==> config.mk <==
export PLATFORM = sky130hd
export DESIGN_NAME = sargantana_icache_ctrl
export DESIGN_NICKNAME = d
export VERILOG_FILES = /design/src/rtl/sargantana_icache_pkg.sv /design/src/rtl/sargantana_icache_replace.sv /design/src/rtl/sargantana_icache_ctrl.sv
export SDC_FILE = /design/constraint.sdc
export NUM_CORES = 1
export LEC_CHECK = 0
export ABC_AREA = 1
export CAP_MARGIN = 5
export CELL_PAD_IN_SITES_DETAIL_PLACEMENT = 2
export CELL_PAD_IN_SITES_GLOBAL_PLACEMENT = 2
export CORE_AREA = 2 2 62 64
export DETAILED_ROUTE_END_ITERATION = 8
export DIE_AREA = 0 0 64 66
export PLACE_DENSITY_LB_ADDON = 0.15
export SETUP_SLACK_MARGIN = 0.4
export SLEW_MARGIN = 30
export SYNTH_ARGS = -nofsm -noshare
export SYNTH_HDL_FRONTEND = slang
export SYNTH_SLANG_ARGS = --single-unit
==> constraint.sdc <==
create_clock -name clk_i -period 2.5 [get_ports clk_i]
set_input_delay 0.375 -clock clk_i [delete_from_list [all_inputs] [get_ports clk_i]]
set_output_delay 0.375 -clock clk_i [all_outputs]
set_load 0.05 [all_outputs]
==> src/rtl/sargantana_icache_pkg.sv <==
// Shared types for the instruction-cache controller: FSM state encoding.
// Imported by the controller top and its replacement-counter sub-module.
package sargantana_icache_pkg;

    typedef enum logic [2:0] {
        IDLE,
        COMPARE,
        TLB_WAIT,
        FILL_REQ,
        FILL_WAIT,
        KILL_DRAIN,
        FLUSH
    } icache_ctrl_state_t;

    // States in which a fetch request is considered live towards the core.
    function automatic logic is_req_live(input icache_ctrl_state_t st);
        return (st == COMPARE) || (st == TLB_WAIT) || (st == FILL_REQ) || (st == FILL_WAIT);
    endfunction

endpackage

==> src/rtl/sargantana_icache_replace.sv <==
// Round-robin victim-way counter; advances by one way per completed cached fill.
// Wraps naturally because the way count is a power of two.
module sargantana_icache_replace
    import sargantana_icache_pkg::*;
#(
    parameter int unsigned N_WAY = 4
) (
    input  logic                     clk_i,
    input  logic                     rstn_i,
    input  logic                     inc_i,
    output logic [$clog2(N_WAY)-1:0] way_o
);

    logic [$clog2(N_WAY)-1:0] way_q;
    logic [$clog2(N_WAY)-1:0] way_d;

    always_comb begin
        way_d = way_q;
        if (inc_i) begin
            way_d = way_q + 1'b1;
        end
    end

    always_ff @(posedge clk_i or negedge rstn_i) begin
        if (!rstn_i) begin
            way_q <= '0;
        end else begin
            way_q <= way_d;
        end
    end

    assign way_o = way_q;

endmodule

==> src/rtl/sargantana_icache_ctrl.sv <==
// Instruction-cache control FSM: lookup, TLB wait, line fill, kill drain and set-invalidate sweep.
// Hit responds one cycle after acceptance; flush requests arriving mid-operation are deferred to IDLE.
module sargantana_icache_ctrl
    import sargantana_icache_pkg::*;
#(
    parameter int unsigned ICACHE_N_WAY = 4,
    parameter int unsigned ICACHE_DEPTH = 64
) (
    input  logic                            clk_i,
    input  logic                            rstn_i,
    input  logic                            ireq_valid_i,
    output logic                            ireq_ready_o,
    input  logic                            ireq_kill_i,
    input  logic                            flush_i,
    input  logic                            cache_enable_i,
    input  logic                            tresp_valid_i,
    input  logic                            tresp_miss_i,
    input  logic                            tresp_xcpt_i,
    input  logic                            cmp_hit_i,
    output logic                            ifill_req_valid_o,
    input  logic                            ifill_req_ready_i,
    input  logic                            ifill_resp_valid_i,
    output logic                            resp_valid_o,
    output logic                            resp_xcpt_o,
    output logic                            cmp_enable_o,
    output logic                            valid_ireq_o,
    output logic                            ifill_process_started_o,
    output logic [$clog2(ICACHE_N_WAY)-1:0] way_to_replace_o,
    output logic                            flush_en_o,
    output logic [$clog2(ICACHE_DEPTH)-1:0] flush_idx_o,
    output logic                            flush_done_o
);

    localparam int unsigned IDX_W = $clog2(ICACHE_DEPTH);
    localparam logic [IDX_W-1:0] IDX_LAST = IDX_W'(ICACHE_DEPTH - 1);

    icache_ctrl_state_t state_q, state_d;
    logic               flush_pend_q, flush_pend_d;
    logic [IDX_W-1:0]   flush_idx_q, flush_idx_d;
    logic               fill_done;
    logic               tlb_ok;

    assign tlb_ok = tresp_valid_i && !tresp_miss_i;

    always_ff @(posedge clk_i or negedge rstn_i) begin
        if (!rstn_i) begin
            state_q      <= IDLE;
            flush_pend_q <= 1'b0;
            flush_idx_q  <= '0;
        end else begin
            state_q      <= state_d;
            flush_pend_q <= flush_pend_d;
            flush_idx_q  <= flush_idx_d;
        end
    end

    always_comb begin
        state_d      = state_q;
        flush_pend_d = flush_pend_q;
        flush_idx_d  = flush_idx_q;
        fill_done    = 1'b0;

        // Flushes seen while busy are remembered and replayed from IDLE.
        if (flush_i && (state_q != IDLE) && (state_q != FLUSH)) begin
            flush_pend_d = 1'b1;
        end

        case (state_q)
            IDLE: begin
                if (flush_i || flush_pend_q) begin
                    state_d      = FLUSH;
                    flush_pend_d = 1'b0;
                    flush_idx_d  = '0;
                end else if (ireq_valid_i) begin
                    state_d = COMPARE;
                end
            end
            COMPARE: begin
                if (ireq_kill_i) begin
                    state_d = IDLE;
                end else if (!tlb_ok) begin
                    state_d = TLB_WAIT;
                end else if (tresp_xcpt_i || (cmp_hit_i && cache_enable_i)) begin
                    state_d = IDLE;
                end else begin
                    state_d = FILL_REQ;
                end
            end
            TLB_WAIT: begin
                if (ireq_kill_i) begin
                    state_d = IDLE;
                end else if (tlb_ok) begin
                    state_d = COMPARE;
                end
            end
            FILL_REQ: begin
                if (ireq_kill_i) begin
                    state_d = IDLE;
                end else if (ifill_req_ready_i) begin
                    state_d = FILL_WAIT;
                end
            end
            FILL_WAIT: begin
                if (ifill_resp_valid_i) begin
                    state_d   = IDLE;
                    fill_done = !ireq_kill_i;
                end else if (ireq_kill_i) begin
                    state_d = KILL_DRAIN;
                end
            end
            KILL_DRAIN: begin
                if (ifill_resp_valid_i) begin
                    state_d = IDLE;
                end
            end
            FLUSH: begin
                if (flush_idx_q == IDX_LAST) begin
                    state_d     = IDLE;
                    flush_idx_d = '0;
                end else begin
                    flush_idx_d = flush_idx_q + 1'b1;
                end
            end
            default: begin
                state_d = IDLE;
            end
        endcase
    end

    always_comb begin
        ireq_ready_o            = 1'b0;
        ifill_req_valid_o       = 1'b0;
        resp_valid_o            = 1'b0;
        resp_xcpt_o             = 1'b0;
        cmp_enable_o            = 1'b0;
        ifill_process_started_o = 1'b0;
        flush_en_o              = 1'b0;
        flush_done_o            = 1'b0;
        valid_ireq_o            = is_req_live(state_q);

        case (state_q)
            IDLE: begin
                ireq_ready_o = !flush_i && !flush_pend_q;
            end
            COMPARE: begin
                cmp_enable_o = 1'b1;
                if (!ireq_kill_i && tlb_ok) begin
                    if (tresp_xcpt_i) begin
                        resp_valid_o = 1'b1;
                        resp_xcpt_o  = 1'b1;
                    end else if (cmp_hit_i && cache_enable_i) begin
                        resp_valid_o = 1'b1;
                    end
                end
            end
            FILL_REQ: begin
                // Withdrawn in the kill cycle so an aborted request never handshakes.
                ifill_req_valid_o = !ireq_kill_i;
            end
            FILL_WAIT: begin
                ifill_process_started_o = 1'b1;
                resp_valid_o            = ifill_resp_valid_i && !ireq_kill_i;
            end
            KILL_DRAIN: begin
                ifill_process_started_o = 1'b1;
            end
            FLUSH: begin
                flush_en_o   = 1'b1;
                flush_done_o = (flush_idx_q == IDX_LAST);
            end
            default: begin
                ireq_ready_o = 1'b0;
            end
        endcase
    end

    assign flush_idx_o = flush_idx_q;

    sargantana_icache_replace #(
        .N_WAY (ICACHE_N_WAY)
    ) u_replace (
        .clk_i  (clk_i),
        .rstn_i (rstn_i),
        .inc_i  (fill_done && cache_enable_i),
        .way_o  (way_to_replace_o)
    );

endmodule

==> impl_metrics.csv, run 1 <==
group,metric,value,unit
critical_path,timing.rr.start,"flush_idx_o[0]",
flow_run,drv_cap,0,
sta,slew_violations,0,
place,hpwl,2.27,mm
clock_tree,cts.sink_count,12,
critical_path,worst-path-buf-inv,3,
global_routing,antenna_found_initial,0,
detailed_routing,drt_wl_total,2.70,mm
sta,rsz0062_at_grt,"yes",
layout,final_util,35.7,%
yosys,seq_area_frac_synth,35.6,%
layout,nets,170,
floorplanning,floorplan.io_pins,29,
detailed_routing,drt_iter0_markers,19,
yosys,synth_seq_cells,12,
place,dp.cells,197,
yosys,synth_simple_gate_area_share,39.1,%
critical_path,startpoint_type,"input port",
yosys,syn-cell-area,845,um2
critical_path,crit_family,"buffers and inverters",
critical_path,crit_slowest_cell,"clkdlybuf4s50_1",
place,gp_congestion,0.771,
sta,worst_pin_slew,0.539,ns
detailed_routing,drc,0,
sta,clock.fmax,503,MHz
sta,hold_violations,0,
global_routing,grt_overflow,0,
global_routing,gr-usage-all-layers,14.2,%
layout,layout_common_cells,"nand2_1, clkdlybuf4s50_1, nor2_1",
critical_path,critPathKind,"in2out",
floorplanning,start_util,23.8,%
detailed_routing,dr.pass1.iters,2,
yosys,synth_top_area_share,35.6,%
clock_tree,cts_inserted_buffers,3,
yosys,synth-xor-area-share,5.19,%
hold_path,hold_path.class,"in2async",
floorplanning,die-area,4220,um2
yosys,synth_edf_count,0,
sta,setup_violations,0,
clock_tree,cts_tree,"yes",
yosys,synth_mux_area_share,0,%
critical_path,cp_max_fo,5,
critical_path,crit_required,2.12,ns
critical_path,startpoint,"ireq_kill_i",
floorplanning,rows,22,
global_routing,grt_pass1_vias,979,
global_routing,grt_max_degree,13,
yosys,ys.flop_type,"dfrtp_1",
floorplanning,die_h,66,um
clock_tree,clockBufferDepth,2,
pwr,p_leak,0.598,nW
critical_path,cpPeakStageDelay,0.57,ns
sta,slew_headroom,63.9,%
place,port_buffers,28,
detailed_routing,via_per_inst,4.57,
yosys,synth_compound_area_share,9.78,%
critical_path,end_kind,"primary output",
layout,antenna_cells,0,
yosys,async_flop_share,100,%
floorplanning,core_area,3550,um2
yosys,ys_warn_count,0,
clock_tree,htreeDepth,1,
critical_path,crit_chain,"clkdlybuf4s50_1 > inv_1 > nand3_1 > nor2_2 > a31o_2 > buf_12",
critical_path,arrival,1.61,ns
global_routing,grt_pass1_wl,4.68,mm
status,status,"completed",
layout,fillers,431,
floorplanning,die_w,64,um
layout,stdcell_count,204,
layout,drive_gt1_share,19.9,%
clock_tree,cts_root_buf,"clkbuf_4",
layout,area_growth_syn_to_layout,50.2,%
detailed_routing,ant_nets,0,
detailed_routing,num_vias,933,
clock_tree,clk_pin_slew,0.07,ns
yosys,synth_adder_area_share,1.48,%
yosys,synth_top_area_cell,"dfrtp_1",
yosys,syn-num-nets,134,
yosys,synth_top_family_by_area,"simple AND/OR/NAND/NOR gates",
layout,final_common_cell,"nand2_1",
detailed_routing,wl_per_cell,13.2,um
sta,fin_setup_tns,0,ns
sta,timing.clock.skew,0.00356,ns
pwr,ir_drop,0.538,mV
pwr,powerDensity,1130,nW/um2
yosys,synthCells,121,
clock_tree,worst_skew_pair.late_latency,0.27,ns
yosys,synth_area_leaders,"dfrtp_1, nand2_1, nor2_1",
sta,period_minus_slack,1.99,ns
sta,fin_crit_sh,79.5,%
yosys,syn_area_per_cell,6.98,um2
yosys,synth.distinct_cells,24,
[synth_stat cells, types with 2 or more instances]
master,n
nand4_1,2
a21oi_1,3
xor2_1,2
nand3_1,11
nand2_1,28
inv_1,17
nor3_1,2
xnor2_1,3
dfrtp_1,12
nor2_4,2
nor2_2,2
o21ai_1,2
nor2_1,20
inv_2,3
o22ai_1,3
[metal layers]
metal | vias to the layer above | GRT usage [%] | wire [um]
met3 | 5 | 1.02 | 41
met5 | - | 0 | 0
met1 | 457 | 17.6 | 1210
met2 | 14 | 25.8 | 1410
li1 | 457 | - | -
met4 | 0 | 4.89 | 38
[flip-flops by register name, summed over array words and instances (netlist names)]
| register | flops |
|---|---|
| flush_idx_o | 6 |
| flush_pend_q | 1 |
| state_q | 3 |
| u_replace.way_o | 2 |
[stage by stage]
step | power, mW | hold slack, ns | setup WS (ns) | area [um2]
2_1_floorplan | 1.00 | 0.0794 | 0.411 | 853
3_3_place_gp | 1.31 | 0.464 | 0.372 | 1220
3_5_place_dp | 1.34 | 0.471 | 0.351 | 1220
4_1_cts | 1.44 | 0.482 | 0.315 | 1250
5_1_grt | 1.55 | 0.484 | 0.342 | 1270
6_report | 1.44 | 0.453 | 0.513 | 1270
[power breakdown]
part,internal (mW),total [mW],switching [mW]
logic,0.309,0.931,0.622
clock network,0.0618,0.125,0.0628
registers,0.267,0.380,0.113
total,0.637,1.44,0.798
[layout make-up]
type	instances	area (um2)	area share, %
multi-input combinational	89	494	39.0
tap	48	60.1	4.73
inverter	20	75.1	5.92
clock buffer	4	26.3	2.07
sequential	12	302	23.8
timing repair buffer	31	312	24.6
[timing repair]
item                       4_1_cts  5_1_grt
pin swaps                        1        0
hold buffers                     0        0
setup buffers                    1        2
gates resized for setup          5        9
setup endpoints to repair        6        6
hold endpoints to repair         0        0
gates cloned                     0        0
[worst paths after layout]
path | end | slack, ns | cells past startpoint
setup / recovery | resp_valid_o | 0.51 | 6
hold reg to reg | u_replace.way_o[1] | 0.48 | 1
max in group asynchronous | flush_idx_o[0] | 1.66 | 1
setup reg to reg | state_q[0] | 0.99 | 8
hold / removal | state_q[2] | 0.45 | 1
min in group clk_i | u_replace.way_o[1] | 0.48 | 1
[cells by family after synthesis]
family / after synthesis
adders and majority gates: 1
AOI/OAI and AO/OA: 13
buffers and inverters: 20
and+or+nand+nor: 70
xor gates and xnor gates: 5
DFF: 12
(Power assumes the default switching activity.)
==> run 2: changes to the inputs <==
CORE_AREA = 2 2 64 66   (was 2 2 62 64)
DIE_AREA = 0 0 66 68   (was 0 0 64 66)
clock period = 1.95 ns   (was 2.5 ns; I/O delays follow)
==> run 2 against run 1 <==
  * First-iteration DRC count increased by 21%
  * Total power rose by 83%
  * Sequential share of layout area decreased by 5.3 points
  * Cell area grew 32%
  * Flip-flop and latch count unchanged
  * Wire length up 34%
  * Register-to-register slack got worse by 0.55 ns
  * Sequential power rose by 27%
  * Non-clock buffer count grew 23
  * Clock-buffer cell count unchanged
  * Clock skew fell by 0.0031 ns
  * Critical endpoint unchanged
  * Critical path depth unchanged
==> impl_metrics.csv, run 2 (synthesized netlist as in run 1, its figures left out) <==
group,metric,value,unit
status,status,"completed",
detailed_routing,ant_nets,0,
pwr,intPower,1.32,mW
layout,final_common_cell,"nand2_1",
detailed_routing,drt_wl_total,3.63,mm
detailed_routing,num_vias,1034,
detailed_routing,top_layer,"met4",
sta,slew_headroom,59.7,%
floorplanning,die_h,68,um
critical_path,cpPeakStageDelay,0.44,ns
pwr,switchingPower,1.30,mW
layout,largest_register_ffs,6,
detailed_routing,dr.pass1.iters,4,
critical_path,timing.rr.start,"state_q[0]",
critical_path,crit_chain,"inv_4 > nand2_4 > nor3_4 > buf_4 > a31o_4 > buf_12",
pwr,combPwrFrac,70.6,%
place,hpwl,2.36,mm
global_routing,grt_overflow,0,
critical_path,arrival,1.40,ns
pwr,swShare,49.6,%
critical_path,reg2reg_depth,6,
place,dpl_cell_area,1330,um2
sta,fin_setup_tns,0,ns
hold_path,hold_path.class,"in2async",
floorplanning,die-area,4490,um2
sta,finalHoldWorstSlack,0.425,ns
critical_path,r2r-end,"flush_idx_o[4]",
global_routing,grt_pass1_vias,1148,
layout,stdcell_count,229,
floorplanning,die_w,66,um
critical_path,crit_slowest_cell,"dfrtp_2",
pwr,p_leak,0.778,nW
detailed_routing,drc,0,
sta,hold_violations,0,
layout,antenna_cells,0,
sta,fin_crit_sh,86.6,%
global_routing,antenna_found_initial,0,
layout,area_growth_syn_to_layout,98.4,%
pwr,p_total,2.62,mW
critical_path,rrSetupSlack,0.44,ns
sta,rsz0062_at_grt,"yes",
place,gp_congestion,0.795,
sta,period_minus_slack,1.69,ns
pwr,p_seq_share,18.4,%
detailed_routing,wl_per_cell,15.8,um
critical_path,cp_max_fo,3,
global_routing,gr-usage-all-layers,17.1,%
clock_tree,clockBufferDepth,2,
clock_tree,clk_pin_slew,0.06,ns
detailed_routing,wl_met2,2.06,mm
detailed_routing,drt_iter0_markers,23,
flow_run,drv_cap,0,
clock_tree,cts_tree,"yes",
place,port_buffers,28,
sta,setup_violations,0,
sta,worst_pin_slew,0.603,ns
critical_path,crit_required,1.66,ns
floorplanning,core_area,3860,um2
critical_path,end_kind,"primary output",
clock_tree,htreeDepth,1,
pwr,clkPwrFrac,11.0,%
pwr,powerDensity,1560,nW/um2
detailed_routing,route.met3.wl,87,um
floorplanning,floorplan.io_pins,29,
global_routing,grt_pass1_wl,5.73,mm
pwr,ir_drop,0.624,mV
layout,drive_gt1_share,42.5,%
clock_tree,cts_root_buf,"clkbuf_8",
detailed_routing,via_per_inst,4.52,
critical_path,critPathKind,"reg2out",
detailed_routing,wl_met1,1.46,mm
sta,timing.clock.skew,0.000419,ns
sta,slew_violations,0,
clock_tree,worst_skew_pair.late_latency,0.24,ns
critical_path,startpoint_type,"flip-flop",
floorplanning,rows,23,
floorplanning,start_util,21.9,%
layout,nets,193,
sta,clock.fmax,592,MHz
layout,layout_common_cells,"nand2_1, buf_4, inv_1",
clock_tree,cts.sink_count,12,
place,dp.cells,199,
global_routing,grt_max_degree,13,
clock_tree,cts_inserted_buffers,3,
layout,fin_area,1680,um2
[run 2: cell types whose count changed in the layout (fill, tap and decap cells not counted), sizes merged]
cell           delta
clkbuf            -3
clkdlybuf4s50     -9
clkdlybuf4s15     +1
dlygate4sd2       +7
buf              +27
[run 2: layer usage]
metal	vias to the layer above	GRT usage, %
met5	-	0
met4	0	3.83
met3	2	1.97
met2	15	34.0
met1	513	19.5
li1	504	-
[run 2: per-stage QoR]
stage / utilization, % / worst slack [ns]
4_1_cts: 41.2 / 0.227
3_5_place_dp: 34.4 / 0.111
2_1_floorplan: - / 0.213
6_report: 43.4 / 0.262
3_3_place_gp: 34.4 / 0.145
5_1_grt: 43.4 / 0.216
[run 2: area by class of cell]
class	count	area [um2]
clock buffer	4	55.1
fill	430	2180
inverter	20	82.6
multi-input combinational	89	612
sequential	12	309
tap	50	62.6
timing repair buffer	54	554
[run 2: worst max-delay path by stage]
stage	from	endpoint	slack, ns	cells past startpoint
final	state_q[2]	resp_valid_o	0.26	6
after global routing	state_q[2]	resp_valid_o	0.22	6
after CTS	state_q[2]	resp_xcpt_o	0.23	6
after detailed placement	ireq_kill_i	resp_valid_o	0.11	6
after global placement	ireq_kill_i	resp_valid_o	0.14	6
after floorplan	flush_idx_o[0]	flush_done_o	0.21	5
[run 2: worst max-delay path: cells and delay by family, from the launching register on]
kind                   cells  cell delay [ns]
AO/OA/AOI/OAI              1             0.14
buffers and inverters      3             0.36
AND/OR/NAND/NOR            2             0.22
flip-flops                 1             0.44
[run 2: power by group through the flow]
stage,registers (mW),logic [mW],clock network (mW)
global placement,0.503,1.32,0
detailed placement,0.513,1.35,0
CTS,0.479,1.72,0.289
global route,0.496,1.97,0.302
finish,0.482,1.85,0.288
floorplan,0.652,0.686,0
[run 2: timing repair]
action | CTS | global route
resized for setup | 32 | 7
setup buffers | 18 | 8
endpoints found under the setup margin | 16 | 16
pin swaps | 8 | 10
hold buffers | 0 | 0
==> run 3: changes to the inputs <==
CORE_AREA = 2 2 66 68   (was 2 2 64 66)
DIE_AREA = 0 0 68 70   (was 0 0 66 68)
SYNTH_HIERARCHICAL = 1   (was default)
==> run 3 against run 2 <==
  * Synthesized cell count grew 12%
  * Critical path type is now in2out
  * Critical endpoint unchanged
  * Highest routed layer unchanged
  * Sequential share of layout area shrank 0.50 points
  * Critical path depth decreased by 1
  * Fmax decreased by 0.55%
==> impl_metrics.csv, run 3 <==
group,metric,value,unit
floorplanning,start_util,21.6,%
layout,final_common_cell,"buf_4",
yosys,syn-cell-area,893,um2
yosys,synth.distinct_cells,27,
layout,drive_gt1_share,47.2,%
clock_tree,cts_root_buf,"clkbuf_8",
clock_tree,hold_buffers,0,
pwr,p_leak,0.825,nW
layout,layout_common_cells,"buf_4, inv_1, nand2_1",
layout,area_growth_syn_to_layout,92.7,%
yosys,synth_edf_count,0,
sta,finalHoldWorstSlack,0.428,ns
yosys,synthCells,136,
sta,layout_setup_ws,0.252,ns
clock_tree,cts_inserted_buffers,3,
critical_path,crit_required,1.66,ns
detailed_routing,drt_iter0_markers,7,
global_routing,grt_overflow,0,
critical_path,reg2reg_depth,11,
floorplanning,core_area,4140,um2
yosys,ys.flop_type,"dfrtp_1",
sta,setup_violations,0,
yosys,async_flop_share,100,%
critical_path,crit_chain,"clkdlybuf4s50_1 > a21oi_2 > or2_4 > o21ai_4 > buf_12",
yosys,synth-xor-area-share,1.96,%
critical_path,arrival,1.41,ns
sta,slew_headroom,60.3,%
yosys,ys_warn_count,6,
yosys,synth_adder_area_share,1.40,%
critical_path,rrSetupSlack,0.42,ns
critical_path,worst-path-buf-inv,2,
place,pre_cts_ws,0.110,ns
yosys,synth_top_family_by_area,"simple AND/OR/NAND/NOR gates",
critical_path,crit_slowest_cell,"clkdlybuf4s50_1",
place,hpwl,2.48,mm
pwr,ir_drop,0.619,mV
clock_tree,worst_skew_pair.late_latency,0.24,ns
yosys,synth_mux_area_share,0,%
sta,slew_violations,0,
layout,antenna_cells,0,
layout,fillers,481,
sta,clock.fmax,589,MHz
pwr,powerDensity,1470,nW/um2
clock_tree,clk_pin_slew,0.06,ns
sta,period_minus_slack,1.70,ns
place,dpl_cell_area,1420,um2
global_routing,grt_max_degree,13,
yosys,seq_area_frac_synth,33.6,%
yosys,synth_top_area_cell,"dfrtp_1",
flow_run,drv_cap,0,
critical_path,crit_family,"buffers and inverters",
detailed_routing,dr.pass1.iters,4,
clock_tree,cts.sink_count,12,
yosys,synth_simple_gate_area_share,39.8,%
critical_path,startpoint_type,"input port",
yosys,syn_area_per_cell,6.57,um2
yosys,synth_compound_area_share,10.5,%
layout,nets,207,
yosys,syn-num-nets,149,
critical_path,cp_max_fo,2,
layout,fin_area,1720,um2
critical_path,critPathKind,"in2out",
detailed_routing,num_vias,1082,
sta,worst_pin_slew,0.594,ns
global_routing,gr-usage-all-layers,15.4,%
detailed_routing,drt_wl_total,3.50,mm
sta,fin_crit_sh,87.1,%
floorplanning,die_h,70,um
critical_path,end_kind,"primary output",
yosys,synth_top_area_share,33.6,%
status,status,"completed",
yosys,synth_area_leaders,"dfrtp_1, nand2_1, inv_1",
global_routing,grt_pass1_wl,5.52,mm
floorplanning,die_w,68,um
yosys,synth_most_common_cell,"nand2_1",
clock_tree,htreeDepth,1,
hold_path,hold_path.class,"in2async",
global_routing,antenna_found_initial,0,
critical_path,cpPeakStageDelay,0.52,ns
yosys,synth_commonest_cells,"nand2_1, inv_1, nor2_1, nand3_1, dfrtp_1",
detailed_routing,wl_per_cell,14.3,um
clock_tree,cts_tree,"yes",
floorplanning,die-area,4760,um2
place,port_buffers,28,
sta,fin_setup_tns,0,ns
layout,largest_register_ffs,6,
sta,timing.clock.skew,0.00130,ns
critical_path,r2r-end,"state_q[0]",
clock_tree,clockBufferDepth,2,
place,gp_congestion,0.713,
sta,rsz0062_at_grt,"yes",
detailed_routing,via_per_inst,4.42,
critical_path,startpoint,"tresp_xcpt_i",
floorplanning,rows,24,
detailed_routing,ant_nets,0,
global_routing,grt_pass1_vias,1140,
floorplanning,floorplan.io_pins,29,
detailed_routing,drc,0,
critical_path,timing.rr.start,"state_q[0]",
yosys,synth_seq_cells,12,
sta,hold_violations,0,
-- run 3: logic make-up after synthesis --
kind of cell	Yosys count
AO/OA/AOI/OAI	16
XOR/XNOR	2
AND/OR/NAND/NOR	76
buffers and inverters	29
flip-flops	12
adder cells (fa/ha/maj)	1
-- run 3: power by group --
part	total (mW)	internal [mW]	switching [mW]
registers	0.472	0.347	0.125
logic	1.78	0.752	1.03
clock network	0.277	0.179	0.0981
-- run 3: layout make-up --
cell class              instances  area (um2)  share of cell area [%]
inverters                      27         104                    6.03
multi-input cells              95         621                    36.0
well taps                      52        65.1                    3.78
flip-flops and latches         12         309                    18.0
repair buffers                 55         568                    33.0
clock buffers                   4        55.1                    3.20
-- run 3: timing repair --
| action | CTS | global route |
|---|---|---|
| resized for setup | 29 | 18 |
| endpoints found under the setup margin | 17 | 15 |
| buffers inserted | 16 | 8 |
| pin swaps | 7 | 7 |
-- run 3: per-layer routing --
metal,up-vias,share of wire [%],GRT usage (%)
met4,0,0.34,2.00
met3,2,3.3,4.19
met5,-,0,0
met2,20,52,25.9
met1,522,44,19.9
li1,538,-,-
-- run 3: worst max path at each step --
| stage | endpoint | slack, ns | cells past startpoint |
|---|---|---|---|
| 5_1_grt | resp_valid_o | 0.18 | 6 |
| 2_1_floorplan | flush_done_o | 0.39 | 5 |
| 6_report | resp_valid_o | 0.25 | 5 |
| 3_5_place_dp | resp_valid_o | 0.11 | 5 |
| 4_1_cts | resp_valid_o | 0.24 | 6 |
| 3_3_place_gp | resp_valid_o | 0.18 | 5 |
-- run 3: stage by stage --
step	power, mW	std cells	util, %
final	2.53	245	41.5
after global routing	2.71	245	41.5
after CTS	2.41	237	39.3
after detailed placement	1.94	217	34.2
after global placement	1.88	217	34.2
after floorplan	1.36	136	-
